==> config.mk <==
export PLATFORM = sky130hd
export DESIGN_NAME = irq_sequencer_flat
export DESIGN_NICKNAME = d
export VERILOG_FILES = /design/src/rtl/irq_sequencer_if.sv /design/src/rtl/irq_sequencer.sv /design/src/flat_wrapper.sv
export SDC_FILE = /design/constraint.sdc
export NUM_CORES = 1
export LEC_CHECK = 0
export BUFFER_PORTS_ARGS = -buffer_cell sky130_fd_sc_hd__buf_2
export CAP_MARGIN = 20
export CORE_UTILIZATION = 42
export CTS_BUF_LIST = sky130_fd_sc_hd__clkbuf_8 sky130_fd_sc_hd__clkbuf_16
export DETAILED_ROUTE_END_ITERATION = 6
export PLACE_DENSITY = 0.71
export SLEW_MARGIN = 20
export SYNTH_ARGS = -nofsm -noshare
export SYNTH_HDL_FRONTEND = slang
export SYNTH_SLANG_ARGS = --single-unit
==> constraint.sdc <==
create_clock -name clk -period 1.6 [get_ports clk]
set_input_delay 0.16 -clock clk [delete_from_list [all_inputs] [get_ports clk]]
set_output_delay 0.16 -clock clk [all_outputs]
set_load 0.1 [all_outputs]
==> src/rtl/irq_sequencer_if.sv <==
// Bundle between the pipeline front end and the interrupt sequencer: raw sources,
// enable-register write port, issue blockers, handler returns and status back.
interface irq_sequencer_if #(
    parameter int NUM_SRC = 4
);
    localparam int CW = $clog2(NUM_SRC);

    logic [NUM_SRC-1:0] irq_src;
    logic               irq_en_we;
    logic [NUM_SRC-1:0] irq_en_wdata;
    logic               stall_mem;
    logic               flush;
    logic               hazard;
    logic               halt;
    logic               rti;
    logic               rsi;
    logic               interrupt;
    logic               irq_active;
    logic [CW-1:0]      irq_cause;
    logic [NUM_SRC-1:0] irq_pending;
    logic [NUM_SRC-1:0] irq_en;

    modport master (
        output irq_src, irq_en_we, irq_en_wdata, stall_mem, flush, hazard, halt, rti, rsi,
        input  interrupt, irq_active, irq_cause, irq_pending, irq_en
    );

    modport slave (
        input  irq_src, irq_en_we, irq_en_wdata, stall_mem, flush, hazard, halt, rti, rsi,
        output interrupt, irq_active, irq_cause, irq_pending, irq_en
    );
endinterface

==> src/rtl/irq_sequencer.sv <==
// Edge-triggered interrupt collector with fixed lowest-index priority; sequences
// issue, handler residency and a post-return settle window for the fetch stage.
module irq_sequencer #(
    parameter int NUM_SRC     = 4,
    parameter int HOLDOFF_CYC = 3
) (
    input  logic           clk,
    input  logic           rst_n,
    irq_sequencer_if.slave bus
);
    localparam int CW    = $clog2(NUM_SRC);
    localparam int CNT_W = $clog2(HOLDOFF_CYC + 1);

    typedef enum logic [2:0] {IDLE, ARM, ISSUE, ACTIVE, HOLDOFF} state_e;

    state_e             state_q, state_d;
    logic [NUM_SRC-1:0] src_q, src_d;
    logic [NUM_SRC-1:0] pending_q, pending_d;
    logic [NUM_SRC-1:0] en_q, en_d;
    logic [CW-1:0]      cause_q, cause_d;
    logic [CNT_W-1:0]   cnt_q, cnt_d;
    logic               interrupt_q, interrupt_d;
    logic               active_q, active_d;

    logic [NUM_SRC-1:0] rise, eligible, pick_oh, clr;
    logic [CW-1:0]      pick_idx;
    logic               safe;

    // Descending scan so the lowest eligible index is the last one written.
    always_comb begin
        // NOTE: every combinational output gets a default first, so no path leaves it unassigned and no latch is inferred.
        rise     = bus.irq_src & ~src_q;
        eligible = pending_q & en_q;
        safe     = ~(bus.stall_mem | bus.flush | bus.hazard | bus.halt);
        pick_idx = '0;
        pick_oh  = '0;
        for (int i = NUM_SRC - 1; i >= 0; i--) begin
            if (eligible[i]) begin
                pick_idx    = CW'(i);
                pick_oh     = '0;
                pick_oh[i]  = 1'b1;
            end
        end
    end

    always_comb begin
        state_d = state_q;
        cause_d = cause_q;
        cnt_d   = cnt_q;
        clr     = '0;
        unique case (state_q)
            IDLE:    if (|eligible) state_d = ARM;
            ARM: begin
                if (eligible == '0) begin
                    state_d = IDLE;
                end else if (safe) begin
                    state_d = ISSUE;
                    cause_d = pick_idx;
                    clr     = pick_oh;
                end
            end
            ISSUE:   state_d = ACTIVE;
            ACTIVE: begin
                if (bus.rti | bus.rsi) begin
                    state_d = HOLDOFF;
                    cnt_d   = CNT_W'(HOLDOFF_CYC - 1);
                end
            end
            HOLDOFF: begin
                cnt_d = (cnt_q == '0) ? '0 : cnt_q - CNT_W'(1);
                if (cnt_q <= CNT_W'(1)) state_d = IDLE;
            end
            default: state_d = IDLE;
        endcase

        // A new edge wins over the issue-time clear of the same bit.
        pending_d   = (pending_q & ~clr) | rise;
        en_d        = bus.irq_en_we ? bus.irq_en_wdata : en_q;
        src_d       = bus.irq_src;
        interrupt_d = (state_d == ISSUE);
        active_d    = (state_d == ISSUE) || (state_d == ACTIVE);
    end

    always_ff @(posedge clk) begin
        // NOTE: sequential state uses non-blocking assignments so every flop samples pre-edge values.
        // The source copy keeps tracking during reset, so a line held high through reset shows no edge.
        src_q <= src_d;
        if (!rst_n) begin
            // NOTE: reset covers every control flop; there is no storage array here that could be left unreset.
            state_q     <= IDLE;
            pending_q   <= '0;
            en_q        <= '0;
            cause_q     <= '0;
            cnt_q       <= '0;
            interrupt_q <= 1'b0;
            active_q    <= 1'b0;
        end else begin
            state_q     <= state_d;
            pending_q   <= pending_d;
            en_q        <= en_d;
            cause_q     <= cause_d;
            cnt_q       <= cnt_d;
            interrupt_q <= interrupt_d;
            active_q    <= active_d;
        end
    end

    assign bus.interrupt   = interrupt_q;
    assign bus.irq_active  = active_q;
    assign bus.irq_cause   = cause_q;
    assign bus.irq_pending = pending_q;
    assign bus.irq_en      = en_q;
endmodule

==> src/flat_wrapper.sv <==
// flat-port wrapper written by rule: the top's interface ports become plain ports
module irq_sequencer_flat 
#(
    parameter int NUM_SRC     = 4,
    parameter int HOLDOFF_CYC = 3
)
  (clk, rst_n, bus_irq_src, bus_irq_en_we, bus_irq_en_wdata, bus_stall_mem, bus_flush, bus_hazard, bus_halt, bus_rti, bus_rsi, bus_interrupt, bus_irq_active, bus_irq_cause, bus_irq_pending, bus_irq_en);
  irq_sequencer_if #(.NUM_SRC(NUM_SRC)) bus_i ();
  input  logic clk;
  input  logic rst_n;
  input wire logic [$bits(bus_i.irq_src)-1:0] bus_irq_src;
  input wire logic [$bits(bus_i.irq_en_we)-1:0] bus_irq_en_we;
  input wire logic [$bits(bus_i.irq_en_wdata)-1:0] bus_irq_en_wdata;
  input wire logic [$bits(bus_i.stall_mem)-1:0] bus_stall_mem;
  input wire logic [$bits(bus_i.flush)-1:0] bus_flush;
  input wire logic [$bits(bus_i.hazard)-1:0] bus_hazard;
  input wire logic [$bits(bus_i.halt)-1:0] bus_halt;
  input wire logic [$bits(bus_i.rti)-1:0] bus_rti;
  input wire logic [$bits(bus_i.rsi)-1:0] bus_rsi;
  output wire logic [$bits(bus_i.interrupt)-1:0] bus_interrupt;
  output wire logic [$bits(bus_i.irq_active)-1:0] bus_irq_active;
  output wire logic [$bits(bus_i.irq_cause)-1:0] bus_irq_cause;
  output wire logic [$bits(bus_i.irq_pending)-1:0] bus_irq_pending;
  output wire logic [$bits(bus_i.irq_en)-1:0] bus_irq_en;
  assign bus_i.irq_src = bus_irq_src;
  assign bus_i.irq_en_we = bus_irq_en_we;
  assign bus_i.irq_en_wdata = bus_irq_en_wdata;
  assign bus_i.stall_mem = bus_stall_mem;
  assign bus_i.flush = bus_flush;
  assign bus_i.hazard = bus_hazard;
  assign bus_i.halt = bus_halt;
  assign bus_i.rti = bus_rti;
  assign bus_i.rsi = bus_rsi;
  assign bus_interrupt = bus_i.interrupt;
  assign bus_irq_active = bus_i.irq_active;
  assign bus_irq_cause = bus_i.irq_cause;
  assign bus_irq_pending = bus_i.irq_pending;
  assign bus_irq_en = bus_i.irq_en;
  irq_sequencer #(.NUM_SRC(NUM_SRC), .HOLDOFF_CYC(HOLDOFF_CYC)) u_core (.clk(clk), .rst_n(rst_n), .bus(bus_i));
endmodule
==> impl_metrics.env, run 1 <==
export IMPL_cp_cell_sequence="nand2b_1, or4_4, o31ai_2, a21boi_1"
export IMPL_gp_congestion=0.735
export IMPL_hpwlAfterDp_um=1130
export IMPL_ctsHtreeMaxLevel=1
export IMPL_start_kind="flop"
export IMPL_max_stage_delay_ns=0.48
export IMPL_hold_ws_ns=0.0186
export IMPL_ys_types=31
export IMPL_drt_iter0_drc=15
export IMPL_criticalPathCategory="flop to flop"
export IMPL_hp_class="input pin to flop"
export IMPL_fin_skew_ns=0.00340
export IMPL_drc=0
export IMPL_placed_area_sq_mm=0.00101
export IMPL_synth_edf_count=0
export IMPL_fmax_mhz=709
export IMPL_cp_max_fo=7
export IMPL_netlist_instances=86
export IMPL_die_x_um=46.9
export IMPL_cts_resized=0
export IMPL_wl_per_cell_um=10.7
export IMPL_antenna_found_initial=0
export IMPL_drv_slew=0
export IMPL_vias_per_cell=4.97
export IMPL_die_h_um=46.9
export IMPL_clock_root_buffer="clkbuf_8"
export IMPL_p_leak_uw=0.000451
export IMPL_cts_tree="yes"
export IMPL_synthXorXnorAreaFrac_pct=0
export IMPL_r2r_setup_slack_ns=0.19
export IMPL_min_period_over_period_pct=88.2
export IMPL_hold_viol_final=0
export IMPL_rows=15
export IMPL_cts_setup_buffers=0
export IMPL_clk_path_buf_depth=2
export IMPL_vias=696
export IMPL_synth_async_sr_flop_share_pct=0
export IMPL_postLayoutCellArea_sq_mm=0.00106
export IMPL_final_antenna_net_count=0
export IMPL_area_growth_pct=25.1
export IMPL_numPortBuffers=28
export IMPL_end_kind="flop"
export IMPL_tightest_slew_ns=0.491
export IMPL_grt_total_usage_pct=15.0
export IMPL_ys_seq_area_share_pct=49.7
export IMPL_syn_cell_area_sq_um=846
export IMPL_ir_drop_mv=0.553
export IMPL_slew_headroom_pct=67.5
export IMPL_final_util_pct=58.8
export IMPL_grt_pass1_vias=586
export IMPL_maxCapViolCount=0
export IMPL_ys_ff_latch=21
export IMPL_synthAdderAreaFrac_pct=0
export IMPL_fp_coreArea_sq_mm=0.00180
export IMPL_clkLatencyLatePin_ns=0.25
export IMPL_rsz0062_at_grt="false"
export IMPL_critPathArrivalTime_ns=1.55
export IMPL_stdcell_count=140
export IMPL_required_ns=1.74
export IMPL_cts_hold_fix_buffers=0
export IMPL_syn_avg_cell_area_sq_um=9.84
export IMPL_powerDensity_mw_per_mm2=1000
export IMPL_numCtsBuffers=3
export IMPL_firstDrtPassIters=4
export IMPL_wl_um=1500
export IMPL_grt_pass1_wl_um=2290
export IMPL_start_util_pct=46.9
export IMPL_ys_flop_type="dfxtp_1"
export IMPL_synth_simple_area_share_pct=24.7
export IMPL_fin_nets=133
export IMPL_grt_max_degree=17
export IMPL_grt_overflow=0
export IMPL_setup_viol=0
export IMPL_yosysWarningCount=0
export IMPL_clkSinkCount=21
export IMPL_min_period_ns=1.41
export IMPL_drive_gt1_share_pct=40.0
export IMPL_synth_top_family_by_area="simple AND/OR/NAND/NOR gates"
export IMPL_slowest_stage="or4_4"
export IMPL_placedCellCount=136
export IMPL_pin_count=29
export IMPL_die_area_sq_mm=0.00220
export IMPL_yosys_mux_area_fraction_pct=5.92
export IMPL_synth_nets=103
export IMPL_diodes=0
export IMPL_run_status="finished clean"
export IMPL_synth_compound_area_share_pct=17.0
export IMPL_clk_pin_slew_worst_paths_ns=0.07
[placed cells by master, fill, tap and decap left out, types with 2 or more instances in the layout]
| cell type | Yosys | routed |
|---|---|---|
| buf_2 | 0 | 28 |
| inv_1 | 1 | 2 |
| a21boi_1 | 3 | 3 |
| a21boi_0 | 2 | 2 |
| nor2b_1 | 7 | 7 |
| nand2b_1 | 5 | 5 |
| dfxtp_2 | 0 | 6 |
| mux2i_1 | 5 | 5 |
| a21oi_1 | 2 | 2 |
| nor2_1 | 4 | 4 |
| nand2_1 | 10 | 10 |
| o21ai_0 | 5 | 5 |
| dfxtp_4 | 0 | 2 |
| clkbuf_8 | 0 | 3 |
| dfxtp_1 | 21 | 13 |
[path summary, 6_finish.rpt]
path / start / endpoint / cells past startpoint
worst max-delay path: u_core.state_q[1] / u_core.bus.irq_pending[3] / 4
worst max register to register: u_core.state_q[1] / u_core.bus.irq_pending[3] / 4
worst min-delay path: bus_irq_src[3] / u_core.src_q[3] / 1
worst min register to register: u_core.bus.irq_cause[0] / u_core.bus.irq_cause[0] / 2
[routing by layer]
| layer | up-vias | share of wire (%) | global-route usage [%] |
|---|---|---|---|
| met3 | 4 | 2.9 | 2.31 |
| met4 | 0 | 2.1 | 10.3 |
| met1 | 319 | 49 | 18.2 |
| met5 | - | 0 | 0 |
| met2 | 15 | 46 | 24.2 |
| li1 | 358 | - | - |
[cells in the mapped netlist, drive strengths merged, types with 2 or more instances]
master	instances	share of area (%)
nand2	10	4.4
or3	2	2.1
dfxtp	21	50
and3	2	1.6
a21boi	5	4.4
o31ai	2	2.4
clkbuf	2	0.89
nor2b	7	5.2
nand2b	5	3.7
o21ai	5	3.0
a21oi	3	2.2
mux2i	5	5.9
nor2	5	2.5
[worst max-delay path, delay by kind of cell, from the launching register on]
family           cells  cell delay (ns)
AND/OR/NAND/NOR      2             0.63
flip-flops           1             0.35
AO/OA/AOI/OAI        2             0.32
[report_power, final]
part	internal [uW]	switching, uW
clock	171	158
combinational	47.6	128
sequential	543	15.9
total	761	302
[final cells by class]
cell class	instances	area, sq um
Clock buffer	3	41.3
Clock inverter	1	3.75
Fill cell	163	743
Inverter	1	3.75
Multi-Input combinational cell	61	403
Sequential cell	21	435
Tap cell	25	31.3
Timing Repair Buffer	28	140
[stage by stage]
step / setup TNS [ns] / power (uW) / setup slack [ns]
2_1_floorplan: 0 / 707 / 0.00293
3_3_place_gp: -0.0210 / 745 / -0.00912
3_5_place_dp: -0.0615 / 748 / -0.0291
4_1_cts: 0 / 1080 / 0.181
5_1_grt: 0 / 1110 / 0.0809
6_report: 0 / 1060 / 0.189
[flip-flops by register name, summed over array words and instances (netlist names)]
register and cells:
u_core.bus.irq_en 4, u_core.bus.irq_pending 4, u_core.src_q 4, u_core.state_q 3, u_core.bus.irq_cause 2, u_core.cnt_q 2, u_core.bus.interrupt 1, u_core.bus.irq_active 1
[kinds of logic after synthesis]
logic type	Yosys count
buffers and inverters	4
AND/OR/NAND/NOR	36
multiplexers	5
flip-flops	21
AO/OA/AOI/OAI	20
Note: power is estimated with default switching activity, not from simulation.
==> run 2, diff against run 1 <==
CORE_UTILIZATION = 50   (was 42)
PLACE_DENSITY = 0.8   (was 0.71)
clock period = 1.8 ns   (was 1.6 ns; I/O delays follow)
==> run 2 against run 1 <==
Net effect: sequential share of layout area increased by 0.16 points; flip-flop and latch count unchanged; power decreased by 11%; critical path depth unchanged; routed wire length increased by 6.6%; sequential power decreased by 11%; first-iteration DRC count decreased by 73%; count of clock-buffer cells in the layout unchanged.
==> impl_metrics.env, run 2 (synthesis results as in run 1) <==
export IMPL_pwr_share_seq_pct=52.6
export IMPL_area_growth_pct=23.2
export IMPL_hold_viol_final=0
export IMPL_firstDrtPassIters=4
export IMPL_final_cell_mix="buf_2 (28), dfxtp_1 (13), nand2_1 (10), dfxtp_2 (8), nor2b_1 (7)"
export IMPL_placedCellCount=127
export IMPL_wl_per_cell_um=12.2
export IMPL_final_util_pct=67.6
export IMPL_die_x_um=43.1
export IMPL_p_sw_uw=271
export IMPL_numCtsBuffers=3
export IMPL_timing_final_ws_setup_ns=0.372
export IMPL_p_leak_uw=0.000450
export IMPL_antenna_found_initial=0
export IMPL_clk_path_buf_depth=2
export IMPL_r2r_setup_slack_ns=0.37
export IMPL_timing_rr_start="u_core.state_q[1]"
export IMPL_cp_top_family="simple AND/OR/NAND/NOR gates"
export IMPL_place_ws_ns=0.149
export IMPL_cts_resized=0
export IMPL_slew_headroom_pct=67.8
export IMPL_criticalPathCategory="flop to flop"
export IMPL_die_area_sq_mm=0.00186
export IMPL_power_frac_comb_pct=16.5
export IMPL_cp_max_fo=7
export IMPL_vias_per_cell=5.37
export IMPL_drc=0
export IMPL_critPathArrivalTime_ns=1.57
export IMPL_clkPwrFrac_pct=30.9
export IMPL_hpwlAfterDp_um=1210
export IMPL_max_stage_delay_ns=0.48
export IMPL_grt_pass1_wl_um=2890
export IMPL_wl_um=1600
export IMPL_run_status="finished clean"
export IMPL_grt_overflow=0
export IMPL_grt_total_usage_pct=21.3
export IMPL_final_antenna_net_count=0
export IMPL_drt_iter0_drc=4
export IMPL_final_common_cell="buf_2"
export IMPL_p_int_uw=679
export IMPL_fp_coreArea_sq_mm=0.00154
export IMPL_numPortBuffers=28
export IMPL_maxCapViolCount=0
export IMPL_cp_num_buf_inv=0
export IMPL_grt_max_degree=17
export IMPL_clkSinkCount=21
export IMPL_required_ns=1.95
export IMPL_ir_drop_mv=0.614
export IMPL_diodes=0
export IMPL_clock_root_buffer="clkbuf_8"
export IMPL_hp_start="bus_irq_src[0]"
export IMPL_cp_cell_sequence="nand2b_1, or4_4, o31ai_2, a21boi_1"
export IMPL_end_kind="flop"
export IMPL_power_switching_share_pct=28.5
export IMPL_grt_pass1_vias=691
export IMPL_min_period_ns=1.43
export IMPL_fmax_mhz=700
export IMPL_min_period_over_period_pct=79.3
export IMPL_hp_class="input pin to flop"
export IMPL_setup_viol=0
export IMPL_setup_tns_ns=0
export IMPL_reg2reg_to="u_core.bus.irq_pending[3]"
export IMPL_ctsHtreeMaxLevel=1
export IMPL_powerDensity_mw_per_mm2=911
export IMPL_stdcell_count=131
export IMPL_die_h_um=43.1
export IMPL_fin_nets=133
export IMPL_slowest_stage="or4_4"
export IMPL_clk_pin_slew_worst_paths_ns=0.07
export IMPL_gp_congestion=0.773
export IMPL_rsz0062_at_grt="false"
export IMPL_vias=703
export IMPL_fin_skew_ns=0.000862
export IMPL_whs_path_depth=1
export IMPL_startpoint="u_core.state_q[1]"
export IMPL_drive_gt1_share_pct=40.0
export IMPL_start_kind="flop"
export IMPL_tightest_slew_ns=0.487
export IMPL_min_to="u_core.src_q[0]"
export IMPL_rows=14
export IMPL_worstRegToRegCells=4
export IMPL_clkLatencyLatePin_ns=0.26
export IMPL_drv_slew=0
export IMPL_cts_tree="yes"
export IMPL_cts_hold_fix_buffers=0
export IMPL_cts_setup_buffers=0
export IMPL_start_util_pct=54.9
export IMPL_pin_count=29
## run 2: area by class of cell
| cell class | count | area (sq um) |
|---|---|---|
| clock buffer | 3 | 41.3 |
| clock inverter | 1 | 3.75 |
| fill | 140 | 499 |
| inverter | 1 | 3.75 |
| multi-input combinational | 61 | 403 |
| sequential | 21 | 430 |
| tap | 16 | 20.0 |
| timing repair buffer | 28 | 140 |
## run 2: power by group through the flow
stage / Clock, uW / Sequential (uW) / Combinational [uW]
final: 294 / 499 / 157
after global routing: 327 / 502 / 166
after CTS: 304 / 499 / 158
after detailed placement: 0 / 510 / 158
after global placement: 0 / 509 / 155
after floorplan: 0 / 590 / 39.4
## run 2: worst max path at each step
stage                                endpoint  cells after the start  slack (ns)
floorplan                   u_core.state_q[0]                      4        0.17
global placement    u_core.bus.irq_pending[2]                      5        0.17
detailed placement  u_core.bus.irq_pending[3]                      5        0.15
CTS                 u_core.bus.irq_pending[3]                      4        0.38
global route          u_core.bus.irq_cause[0]                      4        0.29
finish              u_core.bus.irq_pending[3]                      4        0.37
## run 2: per-layer routing
metal	GRT usage, %	wire length, um	up-vias
li1	-	-	359
met1	24.5	720	321
met2	34.3	766	19
met3	8.09	81	4
met4	10.3	33	0
met5	0	0	-
## run 2: stage by stage
step | hold slack, ns | power [uW] | area, sq um
global route | 0.0155 | 994 | 1040
global placement | 0.292 | 664 | 997
detailed placement | 0.297 | 668 | 997
floorplan | 0.208 | 629 | 856
CTS | 0.0256 | 961 | 1040
finish | 0.0301 | 950 | 1040
## run 2: worst register-to-register path: cells and delay by family, from the launching register on
family / cells / cell delay, ns
AND/OR/NAND/NOR: 2 / 0.63
AO/OA/AOI/OAI: 2 / 0.33
flip-flops: 1 / 0.36
==> run 3, diff against run 2 <==
CORE_UTILIZATION = 42   (was 50)
PLACE_DENSITY = 0.71   (was 0.8)
clock period = 1.2 ns   (was 1.8 ns; I/O delays follow)
==> run 3 against run 2 <==
Net effect: the flow now finishes with violations (setup timing); power grew 61%; first-iteration DRC count increased by 75%; die area grew 18%; via count increased by 10%; critical endpoint unchanged; largest cell class is now multi-input gates.
==> impl_metrics.env, run 3 (synthesis results as in run 1) <==
export IMPL_clkSinkCount=21
export IMPL_pwr_share_seq_pct=47.9
export IMPL_drv_slew=0
export IMPL_fin_skew_ns=0.00207
export IMPL_hold_ws_ns=0.122
export IMPL_wl_um=1950
export IMPL_slew_headroom_pct=68.0
export IMPL_clkLatencyLatePin_ns=0.25
export IMPL_antenna_found_initial=0
export IMPL_final_antenna_net_count=0
export IMPL_place_ws_ns=-0.415
export IMPL_final_common_cell="buf_2"
export IMPL_power_switching_share_pct=28.2
export IMPL_die_x_um=46.9
export IMPL_timing_final_ws_setup_ns=-0.178
export IMPL_hpwlAfterDp_um=1450
export IMPL_min_period_over_period_pct=115
export IMPL_grt_pass1_vias=754
export IMPL_max_stage_delay_ns=0.50
export IMPL_drc=0
export IMPL_drive_gt1_share_pct=54.1
export IMPL_multiInputGateArea_sq_um=492
export IMPL_grt_pass1_wl_um=3080
export IMPL_rsz0062_at_grt="true"
export IMPL_cts_tree="yes"
export IMPL_numPortBuffers=28
export IMPL_numCtsBuffers=3
export IMPL_violations="setup timing"
export IMPL_setup_viol=10
export IMPL_wl_per_cell_um=12.3
export IMPL_fin_nets=151
export IMPL_final_cell_mix="buf_2 (21), buf_4 (12), nand2_1 (10), dfxtp_1 (10), dfxtp_4 (9)"
export IMPL_clk_pin_slew_worst_paths_ns=0.07
export IMPL_cp_max_fo=7
export IMPL_vias=776
export IMPL_p_int_uw=1100
export IMPL_tightest_slew_ns=0.484
export IMPL_criticalPathCategory="flop to flop"
export IMPL_end_kind="flop"
export IMPL_start_util_pct=46.9
export IMPL_run_status="finished with violations"
export IMPL_min_period_ns=1.38
export IMPL_pin_count=29
export IMPL_start_kind="flop"
export IMPL_ir_drop_mv=1.22
export IMPL_nFillCells=125
export IMPL_gp_congestion=0.774
export IMPL_hp_class="input pin to flop"
export IMPL_clkPwrFrac_pct=28.5
export IMPL_setup_tns_ns=-1.39
export IMPL_timing_rr_start="u_core.state_q[1]"
export IMPL_firstDrtPassIters=4
export IMPL_p_leak_uw=0.000580
export IMPL_grt_overflow=0
export IMPL_area_growth_pct=68.6
export IMPL_fp_coreArea_sq_mm=0.00180
export IMPL_slowest_stage="or4_4"
export IMPL_maxCapViolCount=0
export IMPL_crit_end="u_core.bus.irq_pending[3]"
export IMPL_p_sw_uw=429
export IMPL_diodes=0
export IMPL_hold_viol_final=0
export IMPL_critPathArrivalTime_ns=1.52
export IMPL_clk_path_buf_depth=2
export IMPL_rows=15
export IMPL_die_area_sq_mm=0.00220
export IMPL_ctsHtreeMaxLevel=1
export IMPL_cp_cell_sequence="nand2b_4, or4_4, o31ai_4, a21boi_1"
export IMPL_grt_max_degree=17
export IMPL_fmax_mhz=726
export IMPL_startpoint="u_core.state_q[1]"
export IMPL_final_util_pct=79.2
export IMPL_r2r_setup_slack_ns=-0.18
export IMPL_clock_root_buffer="clkbuf_8"
export IMPL_die_h_um=46.9
export IMPL_power_frac_comb_pct=23.6
export IMPL_vias_per_cell=4.91
export IMPL_required_ns=1.34
export IMPL_worstRegToRegCells=4
export IMPL_stdcell_count=158
export IMPL_placedCellCount=148
export IMPL_regArea_sq_um=457
export IMPL_reg2reg_to="u_core.bus.irq_pending[3]"
export IMPL_powerDensity_mw_per_mm2=1070
export IMPL_grt_total_usage_pct=20.0
export IMPL_drt_iter0_drc=7
run 3: per-stage QoR:
stage               power [uW]  area, sq um
global placement          1070         1220
floorplan                  936          877
detailed placement        1070         1220
CTS                       1530         1350
global route              1600         1430
finish                    1520         1430
run 3: worst max-delay path: cells and delay by family, from the launching register on:
| kind | cells | cell delay (ns) |
|---|---|---|
| simple gates | 2 | 0.63 |
| flops | 1 | 0.33 |
| compound gates | 2 | 0.31 |
run 3: what timing repair did:
item                                   CTS  global route
setup buffers                            1             2
gates resized for setup                  9            14
pin swaps                                4            12
setup endpoints to repair               13            12
hold buffers                             4             0
endpoints found under the hold margin    4             0
run 3: final cells by class:
cell class	instances	area share (%)
Clock buffer	3	2.89
Sequential cell	21	32.0
Multi-Input combinational cell	61	34.5
Tap cell	25	2.19
Clock inverter	1	0.263
Timing Repair Buffer	46	27.9
Inverter	1	0.263
run 3: how the worst min path moves through the flow:
stage / startpoint / endpoint / slack, ns / cells after the start
after floorplan: bus_irq_src[0] / u_core.src_q[0] / 0.15 / 0
after global placement: bus_irq_src[0] / u_core.src_q[0] / 0.23 / 1
after detailed placement: bus_irq_src[0] / u_core.src_q[0] / 0.24 / 1
after CTS: bus_irq_en_wdata[0] / u_core.bus.irq_en[0] / 0.12 / 3
after global routing: bus_irq_en_wdata[1] / u_core.bus.irq_en[1] / 0.12 / 3
final: bus_irq_en_wdata[1] / u_core.bus.irq_en[1] / 0.12 / 3
run 3: metal layers:
metal	global-route usage [%]	part of all wire (%)	vias to the layer above
li1	-	-	396
met1	23.4	44	351
met2	33.9	50	23
met3	6.92	3.8	6
met4	6.86	2.2	0
met5	0	0	-
run 3: power groups by stage:
stage          Clock, uW  Sequential, uW  Combinational (uW)
2_1_floorplan          0             877                58.9
4_1_cts              449             730                 347
6_report             434             730                 360
3_3_place_gp           0             746                 323
5_1_grt              493             734                 376
3_5_place_dp           0             747                 328
